$ cat src/rtl/game_uart_pkg.sv
// ---------------------------------------------------------------------------
// game_uart_pkg
// Shared definitions for the letter-game UART path (transmitter and the
// host-side receiver both import this package).
//   tx_state_t        : transmitter FSM states. ST_PARITY only exists when
//                       GAME_UART_TX_PARITY_EN is defined.
//   ASCII_A / ASCII_Z : bounds of the only bytes allowed on the line.
//   CLKS_PER_BIT_DEF  : default baud divider.
//   is_letter()       : true for an upper-case ASCII letter.
// ---------------------------------------------------------------------------
package game_uart_pkg;

    localparam logic [7:0] ASCII_A          = 8'h41;
    localparam logic [7:0] ASCII_Z          = 8'h5A;
    localparam int         CLKS_PER_BIT_DEF = 1250;

    typedef enum logic [2:0] {
        ST_IDLE,
        ST_START,
        ST_DATA,
        ST_STOP
`ifdef GAME_UART_TX_PARITY_EN
        , ST_PARITY
`endif
    } tx_state_t;

    function automatic logic is_letter(input logic [7:0] b);
        return (b >= ASCII_A) && (b <= ASCII_Z);
    endfunction

endpackage

$ cat src/rtl/game_uart_tx_if.sv
// ---------------------------------------------------------------------------
// game_uart_tx_if
// Byte handshake between the player-input logic and the transmitter.
//   tx_data  : ASCII byte to send
//   tx_valid : tx_data is valid
//   tx_ready : transmitter FIFO has room; a byte moves on valid & ready
// Modports: master = byte producer, slave = game_uart_tx.
// ---------------------------------------------------------------------------
interface game_uart_tx_if;

    logic [7:0] tx_data;
    logic       tx_valid;
    logic       tx_ready;

    modport master (output tx_data, output tx_valid, input tx_ready);
    modport slave  (input tx_data, input tx_valid, output tx_ready);

endinterface

$ cat src/rtl/game_tx_fifo.sv
// ---------------------------------------------------------------------------
// game_tx_fifo
// Circular byte FIFO feeding the UART serialiser.
//   clk, nRst : clock, asynchronous active-low reset
//   push, din : write din when push is high and the FIFO is not full
//   pop, dout : dout shows the oldest entry; pop discards it (ignored if empty)
//   full      : registered, occupancy == DEPTH
//   empty     : registered, occupancy == 0
// DEPTH must be a power of two (>= 2) so the pointers wrap naturally.
// ---------------------------------------------------------------------------
module game_tx_fifo #(
    parameter int DEPTH = 4
) (
    input  logic       clk,
    input  logic       nRst,
    input  logic       push,
    input  logic       pop,
    input  logic [7:0] din,
    output logic [7:0] dout,
    output logic       full,
    output logic       empty
);

    localparam int PTR_W = $clog2(DEPTH);
    localparam int CNT_W = PTR_W + 1;

    logic [7:0]       mem [DEPTH];
    logic [PTR_W-1:0] wr_ptr_q, rd_ptr_q;
    logic [CNT_W-1:0] count_q, count_d;
    logic             full_q, empty_q;
    logic             push_ok, pop_ok;

    assign push_ok = push & ~full_q;
    assign pop_ok  = pop & ~empty_q;

    always_comb begin
        count_d = count_q;
        case ({push_ok, pop_ok})
            2'b10:   count_d = count_q + CNT_W'(1);
            2'b01:   count_d = count_q - CNT_W'(1);
            default: count_d = count_q;
        endcase
    end

    // NOTE: sequential state is updated with non-blocking assignments so every
    // flop samples the pre-edge values, independent of block ordering.
    always_ff @(posedge clk or negedge nRst) begin
        if (!nRst) begin
            wr_ptr_q <= '0;
            rd_ptr_q <= '0;
            count_q  <= '0;
            full_q   <= 1'b0;
            empty_q  <= 1'b1;
        end else begin
            if (push_ok) wr_ptr_q <= wr_ptr_q + PTR_W'(1);
            if (pop_ok)  rd_ptr_q <= rd_ptr_q + PTR_W'(1);
            count_q <= count_d;
            full_q  <= (count_d == CNT_W'(DEPTH));
            empty_q <= (count_d == '0);
        end
    end

    // NOTE: the storage array has no reset; occupancy is tracked by count_q,
    // so stale contents are never observable and the array maps to plain RAM.
    always_ff @(posedge clk) begin
        if (push_ok) mem[wr_ptr_q] <= din;
    end

    assign dout  = mem[rd_ptr_q];
    assign full  = full_q;
    assign empty = empty_q;

endmodule

$ cat src/rtl/game_uart_tx.sv
// ---------------------------------------------------------------------------
// game_uart_tx
// UART transmitter for the guessing side of the letter game. Upper-case
// letters arriving on the handshake are queued and sent LSB-first as 8N1
// frames; any other byte is dropped and flagged.
//   clk, nRst : clock, asynchronous active-low reset
//   bus       : game_uart_tx_if.slave (tx_data, tx_valid, tx_ready)
//   tx        : serial line, idles high
//   tx_busy   : frame in progress or bytes queued
//   tx_done   : one-cycle pulse on the last cycle of each stop bit
//   tx_err    : one-cycle pulse after a non-letter byte is handshaken
// Optional feature: define GAME_UART_TX_PARITY_EN to append an even parity
// bit after D7 (8E1, 11-bit frame).
// Every output comes from a flop; tx lags the FSM state by one cycle.
// ---------------------------------------------------------------------------
module game_uart_tx
    import game_uart_pkg::*;
#(
    parameter int CLKS_PER_BIT = CLKS_PER_BIT_DEF,
    parameter int DEPTH        = 4
) (
    input  logic           clk,
    input  logic           nRst,
    game_uart_tx_if.slave  bus,
    output logic           tx,
    output logic           tx_busy,
    output logic           tx_done,
    output logic           tx_err
);

    localparam int                BAUD_W    = $clog2(CLKS_PER_BIT);
    localparam logic [BAUD_W-1:0] BAUD_LAST = BAUD_W'(CLKS_PER_BIT - 1);

    tx_state_t         state_q, state_d;
    logic [BAUD_W-1:0] baud_q, baud_d;
    logic [2:0]        bit_q, bit_d;
    logic [7:0]        shift_q, shift_d;
    logic              tx_q, tx_d;
    logic              done_q, done_d;
    logic              busy_q, err_q;
`ifdef GAME_UART_TX_PARITY_EN
    logic              parity_q, parity_d;
`endif

    logic       fifo_full, fifo_empty, push, pop, bad_byte, last_tick;
    logic [7:0] fifo_dout;

    // Handshake qualification uses only the registered full flag, so
    // tx_ready never depends on tx_data.
    assign push     = bus.tx_valid & ~fifo_full &  is_letter(bus.tx_data);
    assign bad_byte = bus.tx_valid & ~fifo_full & ~is_letter(bus.tx_data);

    game_tx_fifo #(.DEPTH(DEPTH)) u_fifo (
        .clk   (clk),
        .nRst  (nRst),
        .push  (push),
        .pop   (pop),
        .din   (bus.tx_data),
        .dout  (fifo_dout),
        .full  (fifo_full),
        .empty (fifo_empty)
    );

    assign last_tick = (baud_q == BAUD_LAST);

    // NOTE: every variable driven here gets a default first, so no path
    // through the case leaves one unassigned and no latch is inferred.
    always_comb begin
        state_d  = state_q;
        baud_d   = baud_q + BAUD_W'(1);
        bit_d    = bit_q;
        shift_d  = shift_q;
        tx_d     = 1'b1;
        done_d   = 1'b0;
        pop      = 1'b0;
`ifdef GAME_UART_TX_PARITY_EN
        parity_d = parity_q;
`endif
        case (state_q)
            ST_IDLE: begin
                baud_d = '0;
                if (!fifo_empty) begin
                    pop     = 1'b1;
                    shift_d = fifo_dout;
`ifdef GAME_UART_TX_PARITY_EN
                    parity_d = ^fifo_dout;
`endif
                    state_d = ST_START;
                end
            end
            ST_START: begin
                tx_d = 1'b0;
                if (last_tick) begin
                    baud_d  = '0;
                    bit_d   = '0;
                    state_d = ST_DATA;
                end
            end
            ST_DATA: begin
                tx_d = shift_q[0];
                if (last_tick) begin
                    baud_d  = '0;
                    shift_d = shift_q >> 1;
                    if (bit_q == 3'd7) begin
`ifdef GAME_UART_TX_PARITY_EN
                        state_d = ST_PARITY;
`else
                        state_d = ST_STOP;
`endif
                    end else begin
                        bit_d = bit_q + 3'd1;
                    end
                end
            end
`ifdef GAME_UART_TX_PARITY_EN
            ST_PARITY: begin
                tx_d = parity_q;
                if (last_tick) begin
                    baud_d  = '0;
                    state_d = ST_STOP;
                end
            end
`endif
            ST_STOP: begin
                tx_d = 1'b1;
                if (last_tick) begin
                    baud_d  = '0;
                    done_d  = 1'b1;
                    state_d = ST_IDLE;
                end
            end
            default: begin
                baud_d  = '0;
                state_d = ST_IDLE;
            end
        endcase
    end

    always_ff @(posedge clk or negedge nRst) begin
        if (!nRst) begin
            state_q  <= ST_IDLE;
            baud_q   <= '0;
            bit_q    <= '0;
            shift_q  <= '0;
            tx_q     <= 1'b1;
            done_q   <= 1'b0;
            busy_q   <= 1'b0;
            err_q    <= 1'b0;
`ifdef GAME_UART_TX_PARITY_EN
            parity_q <= 1'b0;
`endif
        end else begin
            state_q  <= state_d;
            baud_q   <= baud_d;
            bit_q    <= bit_d;
            shift_q  <= shift_d;
            tx_q     <= tx_d;
            done_q   <= done_d;
            // Whenever the FSM is (or stays) idle there is no pop this edge,
            // so the queue is non-empty afterwards iff it was or a push lands.
            busy_q   <= (state_d != ST_IDLE) | push | ~fifo_empty;
            err_q    <= bad_byte;
`ifdef GAME_UART_TX_PARITY_EN
            parity_q <= parity_d;
`endif
        end
    end

    assign bus.tx_ready = ~fifo_full;
    assign tx           = tx_q;
    assign tx_busy      = busy_q;
    assign tx_done      = done_q;
    assign tx_err       = err_q;

endmodule

$ cat src/flat_wrapper.sv
// flat-port wrapper written by rule: the top's interface ports become plain ports
module game_uart_tx_flat import game_uart_pkg::*;
#(
    parameter int CLKS_PER_BIT = CLKS_PER_BIT_DEF,
    parameter int DEPTH        = 4
)
  (clk, nRst, tx, tx_busy, tx_done, tx_err, bus_tx_data, bus_tx_valid, bus_tx_ready);
  game_uart_tx_if bus_i ();
  input  logic clk;
  input  logic nRst;
  output logic tx;
  output logic tx_busy;
  output logic tx_done;
  output logic tx_err;
  input wire logic [$bits(bus_i.tx_data)-1:0] bus_tx_data;
  input wire logic [$bits(bus_i.tx_valid)-1:0] bus_tx_valid;
  output wire logic [$bits(bus_i.tx_ready)-1:0] bus_tx_ready;
  assign bus_i.tx_data = bus_tx_data;
  assign bus_i.tx_valid = bus_tx_valid;
  assign bus_tx_ready = bus_i.tx_ready;
  game_uart_tx #(.CLKS_PER_BIT(CLKS_PER_BIT), .DEPTH(DEPTH)) u_core (.clk(clk), .nRst(nRst), .bus(bus_i), .tx(tx), .tx_busy(tx_busy), .tx_done(tx_done), .tx_err(tx_err));
endmodule
$ cat config.mk
export PLATFORM = sky130hd
export DESIGN_NAME = game_uart_tx_flat
export DESIGN_NICKNAME = d
export VERILOG_FILES = /design/src/rtl/game_uart_pkg.sv /design/src/rtl/game_uart_tx_if.sv /design/src/rtl/game_tx_fifo.sv /design/src/rtl/game_uart_tx.sv /design/src/flat_wrapper.sv
export SDC_FILE = /design/constraint.sdc
export NUM_CORES = 1
export LEC_CHECK = 0
export BUFFER_PORTS_ARGS = -buffer_cell sky130_fd_sc_hd__buf_2
export CAP_MARGIN = 20
export CORE_MARGIN = 1.5
export CORE_UTILIZATION = 48
export CTS_CLUSTER_DIAMETER = 200
export CTS_CLUSTER_SIZE = 25
export DETAILED_ROUTE_END_ITERATION = 8
export GPL_TIMING_DRIVEN = 0
export PLACE_DENSITY_LB_ADDON = 0.3
export SYNTH_ARGS = -nofsm -noshare
export SYNTH_HDL_FRONTEND = slang
export SYNTH_SLANG_ARGS = --single-unit
$ cat constraint.sdc
create_clock -name clk -period 3.12 [get_ports clk]
set_input_delay 0.312 -clock clk [delete_from_list [all_inputs] [get_ports clk]]
set_output_delay 0.312 -clock clk [all_outputs]
set_load 0.01 [all_outputs]
==> run_results.csv, run 1 <==
group,metric,value,unit
yosys,syn_inst,212,
die,pin_count,16,
sta,rsz0062_at_grt,"false",
yosys,yosys_warnings,0,
route,drtIter0Drc,50,
route,vias,1629,
clock_network,clockRootBuffer,"clkbuf_8",
setup_path,crit_start,"u_core.state_q[0]",
clock_network,holdBufCountCts,0,
route,viasPerCell,5.09,
run,drv_cap,0,
setup_path,path_cells,"clkbuf_2, nor4_4, ha_1, inv_1, fa_1, xor2_1, nor2_1, xor2_1, nor2b_1",
place,place_inst,304,
layout,antenna_cells,0,
grt,grt_max_degree,39,
layout,register_area,0.00191,mm^2
setup_path,crit_path_top_delay_cell,"nor4_4",
pwr,max-vdd-ir-drop,0.000376,V
grt,grt_pass1_vias,1635,
clock_network,numCtsBuffers,9,
yosys,syn_area_per_cell,14.8,um^2
route,wire_per_inst,14.5,um
yosys,syn-cell-area,0.00313,mm^2
setup_path,worstReg2RegStart,"u_core.state_q[0]",
die,start_util,49.6,%
grt,grt_overflow_total,0,
setup_path,slowest_delay,0.50,ns
status,outcome,"finished, final reports clean",
die,dieArea,0.00702,mm^2
clock_network,clockBufferDepth,2,
grt,grt_pass1_wl,7.87,mm
sta,setup_viol,0,
setup_path,required,3.39,ns
setup_path,worstRegToRegCells,9,
layout,fin_util,55.3,%
pwr,p_per_area,708,mW/mm^2
yosys,yosysSeqAreaShare,61.1,%
grt,grt_util_all_layers,14.9,%
die,coreArea,0.00631,mm^2
setup_path,path_depth,9,
route,drc,0,
yosys,post_synth_num_cell_types,43,
setup_path,worst-path-max-fanout,8,
sta,min_period,2.60,ns
sta,hold_violations,0,
clock_network,post_cts_resized,0,
clock_network,cts_sinks,70,
clock_network,cts.clk_slew.worst_paths,0.09,ns
route,ant_nets,0,
setup_path,cp_num_buf_inv,2,
setup_path,cpMostUsedCell,"xor2_1",
pwr,p_leak,1.40,nW
layout,fin_cells,320,
route,wl,4.65,mm
layout,multi_input_area,0.00111,mm^2
route,firstDrtPassIters,4,
setup_path,end_kind,"flop",
place,gp_congestion,0.771,
sta,period_share,83.2,%
place,portBuffers,15,
layout,fillCellCount,531,
layout,drive_above_1_share,28.0,%
setup_path,worstReg2RegEnd,"u_core.u_fifo.full",
sta,fin_hold_ws,0.0758,ns
clock_network,cts_tree,"done",
hold_path,hold_path_class,"input pin to asynchronous set/reset pin",
layout,nNetsFinal,259,
setup_path,start_kind,"flop",
setup_path,crit_end,"u_core.u_fifo.full",
sta,max_slew.worst_pin.slew,0.866,ns
setup_path,r2r_setup_slack,0.52,ns
yosys,syn_nets,233,
pwr,power.total,2.47,mW
sta,fmax,385,MHz
die,die_x,83.8,um
sta,setup_tns,0,ns
die,die_y,83.8,um
setup_path,critPathTopFamily,"simple AND/OR/NAND/NOR gates",
clock_network,ctsHtreeMaxLevel,3,
sta,fin_worst_skew,0.00923,ns
yosys,synth_seq_cells,70,
layout,syn_to_final_growth,11.4,%
clock_network,clock_latency,0.34,ns
setup_path,arrival,2.86,ns
grt,antenna_found_initial,0,
die,num_rows,29,
sta,slew_headroom,42.2,%
setup_path,critical_path_class,"flop to flop",
sta,slew_viol_final,0,
clock_network,post-cts-setup-buffers,0,
place,dp_hpwl,3.13,mm
==> logic make-up (layout without fill, tap and decap cells) <==
logic type / after synthesis / count (layout) / share of synthesized area, %
fa+ha+maj: 10 / 10 / 4.23
xor+xnor: 16 / 16 / 4.47
buf+inv: 17 / 48 / 3.35
other cells: 1 / 1 / 0.120
compound gates: 9 / 9 / 2.20
simple gates: 63 / 63 / 11.5
flops: 70 / 70 / 61.1
mux: 26 / 26 / 13.0
==> per-layer routing <==
metal | GRT usage [%] | part of all wire (%)
met3 | 5.34 | 3.3
met4 | 5.37 | 1.6
met2 | 22.6 | 47
met5 | 0 | 0
met1 | 19.9 | 49
==> cell usage after synthesis <==
master    instances  share of area (%)
clkbuf_2          1               0.16
conb_1            1               0.12
edfxtp_1         32                 31
xor2_1            9                2.5
and4_1            1               0.28
inv_1            10                1.2
nand2_1           9                1.1
nor4_4            1               0.68
nand2b_1          3               0.60
nor4_2            1               0.40
mux2_2            8                2.9
nor2b_1           2               0.40
buf_12            1               0.64
nor4bb_2          1               0.52
mux2_1            1               0.36
dfstp_2           2                1.7
a21oi_1           2               0.32
or4_1             1               0.24
and2_1            5                1.0
ha_1              9                3.6
nand4_1           4               0.80
o311ai_0          1               0.28
dfrtp_1          36                 29
clkbuf_1          1               0.12
nor3b_4           1               0.60
or2_2             1               0.20
nor3_1            3               0.48
mux2i_1           2               0.64
a21o_4            1               0.48
fa_1              1               0.64
o21bai_1          1               0.24
nand3_1           3               0.48
buf_6             3                1.1
mux2_4            7                3.4
nor2_1           21                2.5
and3_1            4               0.80
a22o_1            2               0.56
xnor2_1           7                2.0
mux4_2            8                5.8
or3_1             1               0.20
buf_2             1               0.16
o21ai_0           2               0.32
nor4b_1           1               0.28
==> registers in the layout, indices dropped and copies added (netlist names) <==
signal	cells
u_core.state_q	3
u_core.u_fifo.rd_ptr_q	2
u_core.u_fifo.wr_ptr_q	2
u_core.shift_q	8
u_core.u_fifo.mem	32
u_core.bit_q	3
u_core.u_fifo.empty	1
u_core.tx_done	1
u_core.tx	1
u_core.u_fifo.full	1
u_core.tx_err	1
u_core.tx_busy	1
u_core.u_fifo.count_q	3
u_core.baud_q	11
==> where the power goes <==
| group | leakage [nW] | internal [mW] | switching (mW) |
|---|---|---|---|
| Clock | 0.0931 | 0.306 | 0.365 |
| Combinational | 0.539 | 0.350 | 0.281 |
| Sequential | 0.767 | 1.10 | 0.0670 |
| Total | 1.40 | 1.76 | 0.713 |
==> metrics by stage <==
step	instance area (um^2)	setup WS (ns)
detailed placement	3300	0.232
global route	3490	0.200
global placement	3300	0.268
floorplan	3130	0.694
finish	3490	0.525
CTS	3490	0.490
==> worst min path at each step <==
stage / endpoint / cells past startpoint
after floorplan: u_core.baud_q[0] / 0
after global placement: u_core.u_fifo.count_q[2] / 1
after detailed placement: u_core.u_fifo.count_q[2] / 1
after CTS: u_core.tx_err / 1
after global routing: u_core.tx_err / 1
final: u_core.tx_err / 1
==> worst register-to-register path, stage by stage (launching register included) <==
cell	delay [ns]
dfrtp_1	0.36
clkbuf_2	0.18
nor4_4	0.51
ha_1	0.28
inv_1	0.08
fa_1	0.44
xor2_1	0.15
nor2_1	0.11
xor2_1	0.24
nor2b_1	0.18
==> placed cells by master, fill, tap and decap left out, types with 2 or more instances in the layout <==
cell / n
a21oi_1: 2
and3_1: 4
inv_1: 10
edfxtp_1: 32
nand2_1: 9
a22o_1: 2
o21ai_0: 2
mux2i_1: 2
nand4_1: 4
clkbuf_8: 9
nand2b_1: 3
buf_6: 3
dfrtp_1: 36
mux2_4: 7
mux4_2: 8
and2_1: 5
xor2_1: 9
xnor2_1: 7
ha_1: 9
inv_6: 4
buf_2: 16
nand3_1: 3
dfstp_2: 2
nor3_1: 3
nor2b_1: 2
nor2_1: 21
mux2_2: 8
==> area by class of cell <==
cell class / count / share of cell area [%]
Buffer: 7 / 1.94
Clock buffer: 9 / 3.55
Clock inverter: 7 / 1.79
Inverter: 10 / 1.08
Multi-Input combinational cell: 125 / 31.9
Sequential cell: 70 / 54.8
Tap cell: 77 / 2.76
Timing Repair Buffer: 15 / 2.15
Note: power is estimated with default switching activity, not from simulation.
==> inputs of run 2 (changes only) <==
clock period = 2.3 ns   (was 3.12 ns; I/O delays follow)
==> run_results.csv, run 2 (synthesized netlist as in run 1, its figures left out) <==
group,metric,value,unit
die,coreArea,0.00631,mm^2
die,start_util,49.6,%
sta,period_share,96.8,%
route,dr.max_layer_used,"met4",
die,dieArea,0.00702,mm^2
route,firstDrtPassIters,4,
setup_path,required,2.59,ns
die,die_y,83.8,um
place,dp_hpwl,3.23,mm
layout,largestRegisters,"u_core.u_fifo.mem: 32 flops, u_core.baud_q: 11 flops, u_core.shift_q: 8 flops",
pwr,p_int,2.44,mW
route,wl,4.92,mm
layout,syn_to_final_growth,14.2,%
grt,grt_pass1_vias,1702,
run,drv_cap,0,
pwr,clock_power_share,27.7,%
clock_network,clockBufferDepth,2,
layout,nNetsFinal,264,
clock_network,clock_latency,0.36,ns
place,portBuffers,15,
setup_path,arrival,2.51,ns
layout,final_cell_mix,"dfrtp_1 (35), edfxtp_1 (32), nor2_1 (19)",
pwr,seq_power_share,45.5,%
layout,fillCellCount,534,
sta,setup_tns,0,ns
layout,layout_commonest_cell,"dfrtp_1",
sta,min_period,2.23,ns
place,pre_cts_slack,-0.339,ns
status,outcome,"complete, but fails checks",
route,drtIter0Drc,94,
grt,grt_util_all_layers,16.0,%
clock_network,cts_sinks,70,
setup_path,start_kind,"input pin",
pwr,max-vdd-ir-drop,0.000674,V
pwr,p_sw_share,29.9,%
route,dr_wl_met3,159,um
die,die_x,83.8,um
grt,grt_max_degree,39,
status,violations,"negative hold slack",
grt,antenna_found_initial,0,
clock_network,ctsHtreeMaxLevel,3,
route,vias,1672,
place,gp_congestion,0.744,
pwr,power.total,3.49,mW
route,wl_met2,2.23,mm
grt,grt_overflow_total,0,
grt,grt_pass1_wl,8.50,mm
sta,fin_ws,0.0744,ns
sta,max_slew.worst_pin.slew,0.855,ns
sta,setup_viol,0,
clock_network,holdBufCountCts,0,
layout,antenna_cells,0,
setup_path,worst-path-max-fanout,6,
clock_network,cts.clk_slew.worst_paths,0.09,ns
pwr,p_leak,1.43,nW
hold_path,hold_path_class,"input pin to asynchronous set/reset pin",
clock_network,cts_tree,"done",
layout,largest_reg_flops,32,
setup_path,end_kind,"flop",
layout,register_area,0.00192,mm^2
sta,fin_worst_skew,0.0101,ns
layout,drive_above_1_share,32.7,%
layout,multi_input_area,0.00115,mm^2
sta,slew_headroom,43.0,%
sta,slew_viol_final,0,
route,ant_nets,0,
pwr,p_per_area,974,mW/mm^2
sta,fin_hold_ws,-0.0251,ns
die,pin_count,16,
clock_network,numCtsBuffers,9,
setup_path,critical_path_class,"input pin to flop",
sta,fmax,449,MHz
die,num_rows,29,
pwr,p_sw,1.04,mW
route,wire_per_inst,15.2,um
layout,largest_register,"u_core.u_fifo.mem",
pwr,combPwrFrac,26.8,%
route,drc,0,
route,wirelength_met1,2.42,mm
sta,hold_violations,26,
route,viasPerCell,5.14,
clock_network,clockRootBuffer,"clkbuf_8",
-- run 2: cell types whose count changed in the layout (fill, tap and decap cells not counted), sizes merged --
| cell | previous run | this run |
|---|---|---|
| clkinvlp | 1 | 0 |
| inv | 15 | 16 |
| buf | 20 | 25 |
-- run 2: per-stage QoR --
| stage | utilization, % | hold slack, ns | area [um^2] | std cells |
|---|---|---|---|---|
| floorplan | - | -0.0656 | 3160 | 212 |
| global placement | 52.8 | 0.400 | 3330 | 304 |
| detailed placement | 52.8 | 0.407 | 3330 | 304 |
| CTS | 56.1 | 0.00484 | 3540 | 322 |
| global route | 56.7 | 0.0408 | 3580 | 325 |
| finish | 56.7 | -0.0251 | 3580 | 325 |
-- run 2: final timing paths --
| kind | from | end | slack [ns] | cells after the start |
|---|---|---|---|---|
| min in group clk | bus_tx_data[6] | u_core.u_fifo.mem[3][6] | 0.11 | 1 |
| max in group asynchronous | nRst | u_core.state_q[1] | 1.74 | 1 |
| min reg2reg | u_core.baud_q[0] | u_core.baud_q[0] | 0.51 | 1 |
| max | bus_tx_data[4] | u_core.u_fifo.full | 0.07 | 12 |
| min | nRst | u_core.tx_err | -0.03 | 1 |
| max reg2reg | u_core.state_q[2] | u_core.u_fifo.full | 0.08 | 9 |
-- run 2: final cells by class --
type,instances,share of cell area [%]
multi-input combinational,125,32.0
inverter,10,1.05
clock buffer,9,3.46
clock inverter,7,1.99
tap,77,2.69
sequential,70,53.6
buffer,7,2.06
timing repair buffer,20,3.15
-- run 2: what timing repair did --
| item | 4_1_cts | 5_1_grt |
|---|---|---|
| buffers inserted | 2 | 3 |
| endpoints found under the setup margin | 3 | 2 |
| pin swaps | 2 | 7 |
| resized for setup | 0 | 6 |
-- run 2: metal layers --
| metal | track usage [%] | vias to the layer above |
|---|---|---|
| met5 | 0 | - |
| met4 | 7.60 | 0 |
| met3 | 4.75 | 11 |
| met2 | 23.7 | 24 |
| met1 | 21.9 | 821 |
| li1 | - | 816 |
-- run 2: power by group through the flow --
stage	Combinational, mW	Clock (mW)	Sequential (mW)
floorplan	0.718	0	1.59
global placement	0.867	0	1.61
detailed placement	0.896	0	1.61
CTS	0.907	0.998	1.59
global route	1.03	1.05	1.61
finish	0.933	0.966	1.59
-- run 2: worst max-delay path: stages --
cell and delay, ns:
buf_2 0.13, or4_4 0.55, nor2_4 0.13, nor4_4 0.07
inv_1 0.11, ha_2 0.21, inv_2 0.04, fa_2 0.33
xor2_1 0.15, nor2_1 0.11, xor2_1 0.26, nor2b_2 0.19
==> inputs of run 3 (changes only) <==
GPL_ROUTABILITY_DRIVEN = 1   (was unset)
SYNTH_HIERARCHICAL = 1   (was unset)
==> run_results.csv, run 3 <==
group,metric,value,unit
grt,grt_util_all_layers,16.6,%
run,drv_cap,0,
layout,postLayoutCellArea,0.00368,mm^2
grt,grt_pass1_vias,1907,
route,ant_nets,0,
yosys,synth_edf_count,32,
status,violations,"negative hold slack",
clock_network,numCtsBuffers,9,
yosys,yosysSeqAreaShare,60.0,%
die,start_util,50.0,%
yosys,yosys-top-cells-area,"edfxtp_1 (30%), dfrtp_1 (28%), mux4_2 (5.6%), xnor2_1 (3.6%), ha_1 (3.5%)",
layout,nNetsFinal,290,
yosys,syn_inst,237,
grt,grt_overflow_total,0,
layout,multi_input_area,0.00125,mm^2
clock_network,clockRootBuffer,"clkbuf_8",
sta,hold_violations,36,
layout,fillCellCount,539,
route,vias,1798,
sta,fmax,446,MHz
status,outcome,"complete, but fails checks",
yosys,yosys_warnings,6,
sta,slew_headroom,44.6,%
place,placement.cell_area,0.00338,mm^2
route,drtIter0Drc,82,
yosys,synth_top_area_share,30.1,%
die,pin_count,16,
pwr,p_sw_share,29.2,%
layout,final_cell_mix,"dfrtp_1 (36), edfxtp_1 (32), nand2_1 (30)",
pwr,seq_power_share,45.1,%
yosys,synth_top_flop_cell,"dfrtp_1",
route,wire_per_inst,14.5,um
sta,slew_viol_final,0,
setup_path,required,2.54,ns
pwr,p_int,2.54,mW
sta,max_slew.worst_pin.slew,0.831,ns
die,die_x,84.5,um
pwr,combPwrFrac,27.6,%
grt,grt_max_degree,39,
place,portBuffers,15,
die,coreArea,0.00639,mm^2
clock_network,holdBufCountCts,0,
yosys,ys_top_cells_by_count,"dfrtp_1 (36), edfxtp_1 (32), nand2_1 (30), nor2_1 (16), xnor2_1 (13)",
layout,antenna_cells,0,
yosys,post_synth_num_cell_types,43,
layout,syn_to_final_growth,15.5,%
setup_path,start_kind,"input pin",
layout,drive_above_1_share,28.8,%
pwr,clock_power_share,27.4,%
sta,period_share,97.5,%
route,drc,0,
clock_network,clockBufferDepth,2,
place,place_inst,329,
yosys,syn_nets,258,
sta,setup_tns,0,ns
place,dp_hpwl,3.42,mm
pwr,p_sw,1.05,mW
yosys,syn_area_per_cell,13.5,um^2
clock_network,cts_tree,"done",
layout,register_area,0.00191,mm^2
layout,fin_cells,351,
layout,layout_commonest_cell,"dfrtp_1",
setup_path,arrival,2.49,ns
layout,largestRegisters,"u_core/u_fifo/mem: 32 flops, u_core/baud_q: 11 flops, u_core/shift_q: 8 flops",
clock_network,clock_latency,0.34,ns
sta,min_period,2.24,ns
yosys,syn-cell-area,0.00319,mm^2
hold_path,hold_path_class,"input pin to asynchronous set/reset pin",
clock_network,ctsHtreeMaxLevel,3,
pwr,p_per_area,973,mW/mm^2
sta,fin_worst_skew,0.00598,ns
die,die_y,84.5,um
setup_path,worst-path-max-fanout,6,
sta,fin_hold_ws,-0.0230,ns
die,dieArea,0.00715,mm^2
setup_path,crit_path_top_delay_cell,"or4_4",
setup_path,path_cells,"buf_2, or4_4, o21ai_4, nor4b_4, nor2b_1, buf_4, inv_2, ha_4, fa_2, o41ai_2",
route,viasPerCell,5.12,
place,gp_congestion,0.744,
pwr,max-vdd-ir-drop,0.000752,V
layout,largest_reg_flops,32,
yosys,yosysMostFrequentCell,"dfrtp_1",
grt,grt_pass1_wl,9.11,mm
setup_path,end_kind,"flop",
yosys,async_reset_ff_share,54.3,%
pwr,p_leak,1.47,nW
yosys,synth_seq_cells,70,
setup_path,critical_path_class,"input pin to flop",
layout,largest_register,"u_core/u_fifo/mem",
grt,antenna_found_initial,0,
setup_path,slowest_delay,0.55,ns
sta,setup_viol,0,
yosys,yosysTopAreaCell,"edfxtp_1",
route,wl,5.09,mm
die,num_rows,29,
clock_network,cts.clk_slew.worst_paths,0.07,ns
clock_network,cts_sinks,70,
route,firstDrtPassIters,4,
## run 3: cell count changes after synthesis, sizes merged, moves of 4 or more
| cell | delta |
|---|---|
| xnor2 | +7 |
| nor2 | -5 |
| o21ai | +6 |
| mux2 | -8 |
| xor2 | -7 |
| and3 | -4 |
| a31oi | +4 |
| nand2 | +21 |
## run 3: what timing repair did
| item | in CTS | in global routing |
|---|---|---|
| endpoints found under the hold margin | 0 | 0 |
| resized for setup | 9 | 5 |
| setup endpoints to repair | 4 | 4 |
| buffers inserted | 1 | 5 |
| pin swaps | 2 | 7 |
## run 3: power by group through the flow
stage	Sequential (mW)	Clock (mW)	Combinational [mW]
after floorplan	1.60	0	0.782
after global placement	1.62	0	0.930
after detailed placement	1.63	0	0.960
after CTS	1.61	1.01	0.983
after global routing	1.64	1.07	1.10
final	1.62	0.982	0.989
## run 3: final timing paths
check                                    startpoint                   endpoint  slack (ns)  cells after the start
min                                            nRst          u_core/shift_q[1]       -0.02                      1
max in group asynchronous                      nRst  u_core/u_fifo/wr_ptr_q[1]        1.79                      1
min in group clk                     bus_tx_data[6]    u_core/u_fifo/mem[2][6]        0.12                      1
min reg2reg                u_core/u_fifo/count_q[2]         u_core/u_fifo/full        0.50                      2
max reg2reg                       u_core/state_q[1]         u_core/u_fifo/full        0.11                      6
max                                  bus_tx_data[2]         u_core/u_fifo/full        0.06                     10
## run 3: critical path: cells and delay by family
kind,cells,cell delay (ns)
compound gates,2,0.55
fa+ha+maj,2,0.60
buf+inv,3,0.34
simple gates,3,0.76
## run 3: cells by family after synthesis
logic type,share of synthesized area [%]
AND/OR/NAND/NOR,13.8
flip-flops,60.0
AO/OA/AOI/OAI,4.90
buffers and inverters,3.14
XOR/XNOR,4.63
multiplexers,9.29
adder cells (fa/ha/maj),4.16
other,0.118
## run 3: metal layers
| layer | wire (um) | global-route usage [%] |
|---|---|---|
| met2 | 2360 | 25.0 |
| met1 | 2510 | 22.6 |
| met4 | 93 | 8.80 |
| met5 | 0 | 0 |
| met3 | 129 | 3.93 |
## run 3: per-stage QoR
stage               util, %  power, mW  setup slack, ns
global route           57.7       3.80          -0.0161
CTS                    56.7       3.61          0.00376
finish                 57.7       3.59           0.0566
global placement       52.9       2.55           -0.601
detailed placement     52.9       2.59           -0.661
floorplan                 -       2.39          -0.0119
## run 3: area by class of cell
| class | instances | share of cell area (%) |
|---|---|---|
| clock buffer | 9 | 3.36 |
| buffer | 9 | 1.60 |
| multi-input combinational | 146 | 34.0 |
| timing repair buffer | 21 | 3.26 |
| tap | 77 | 2.61 |
| clock inverter | 7 | 2.00 |
| sequential | 70 | 52.0 |
| inverter | 12 | 1.22 |
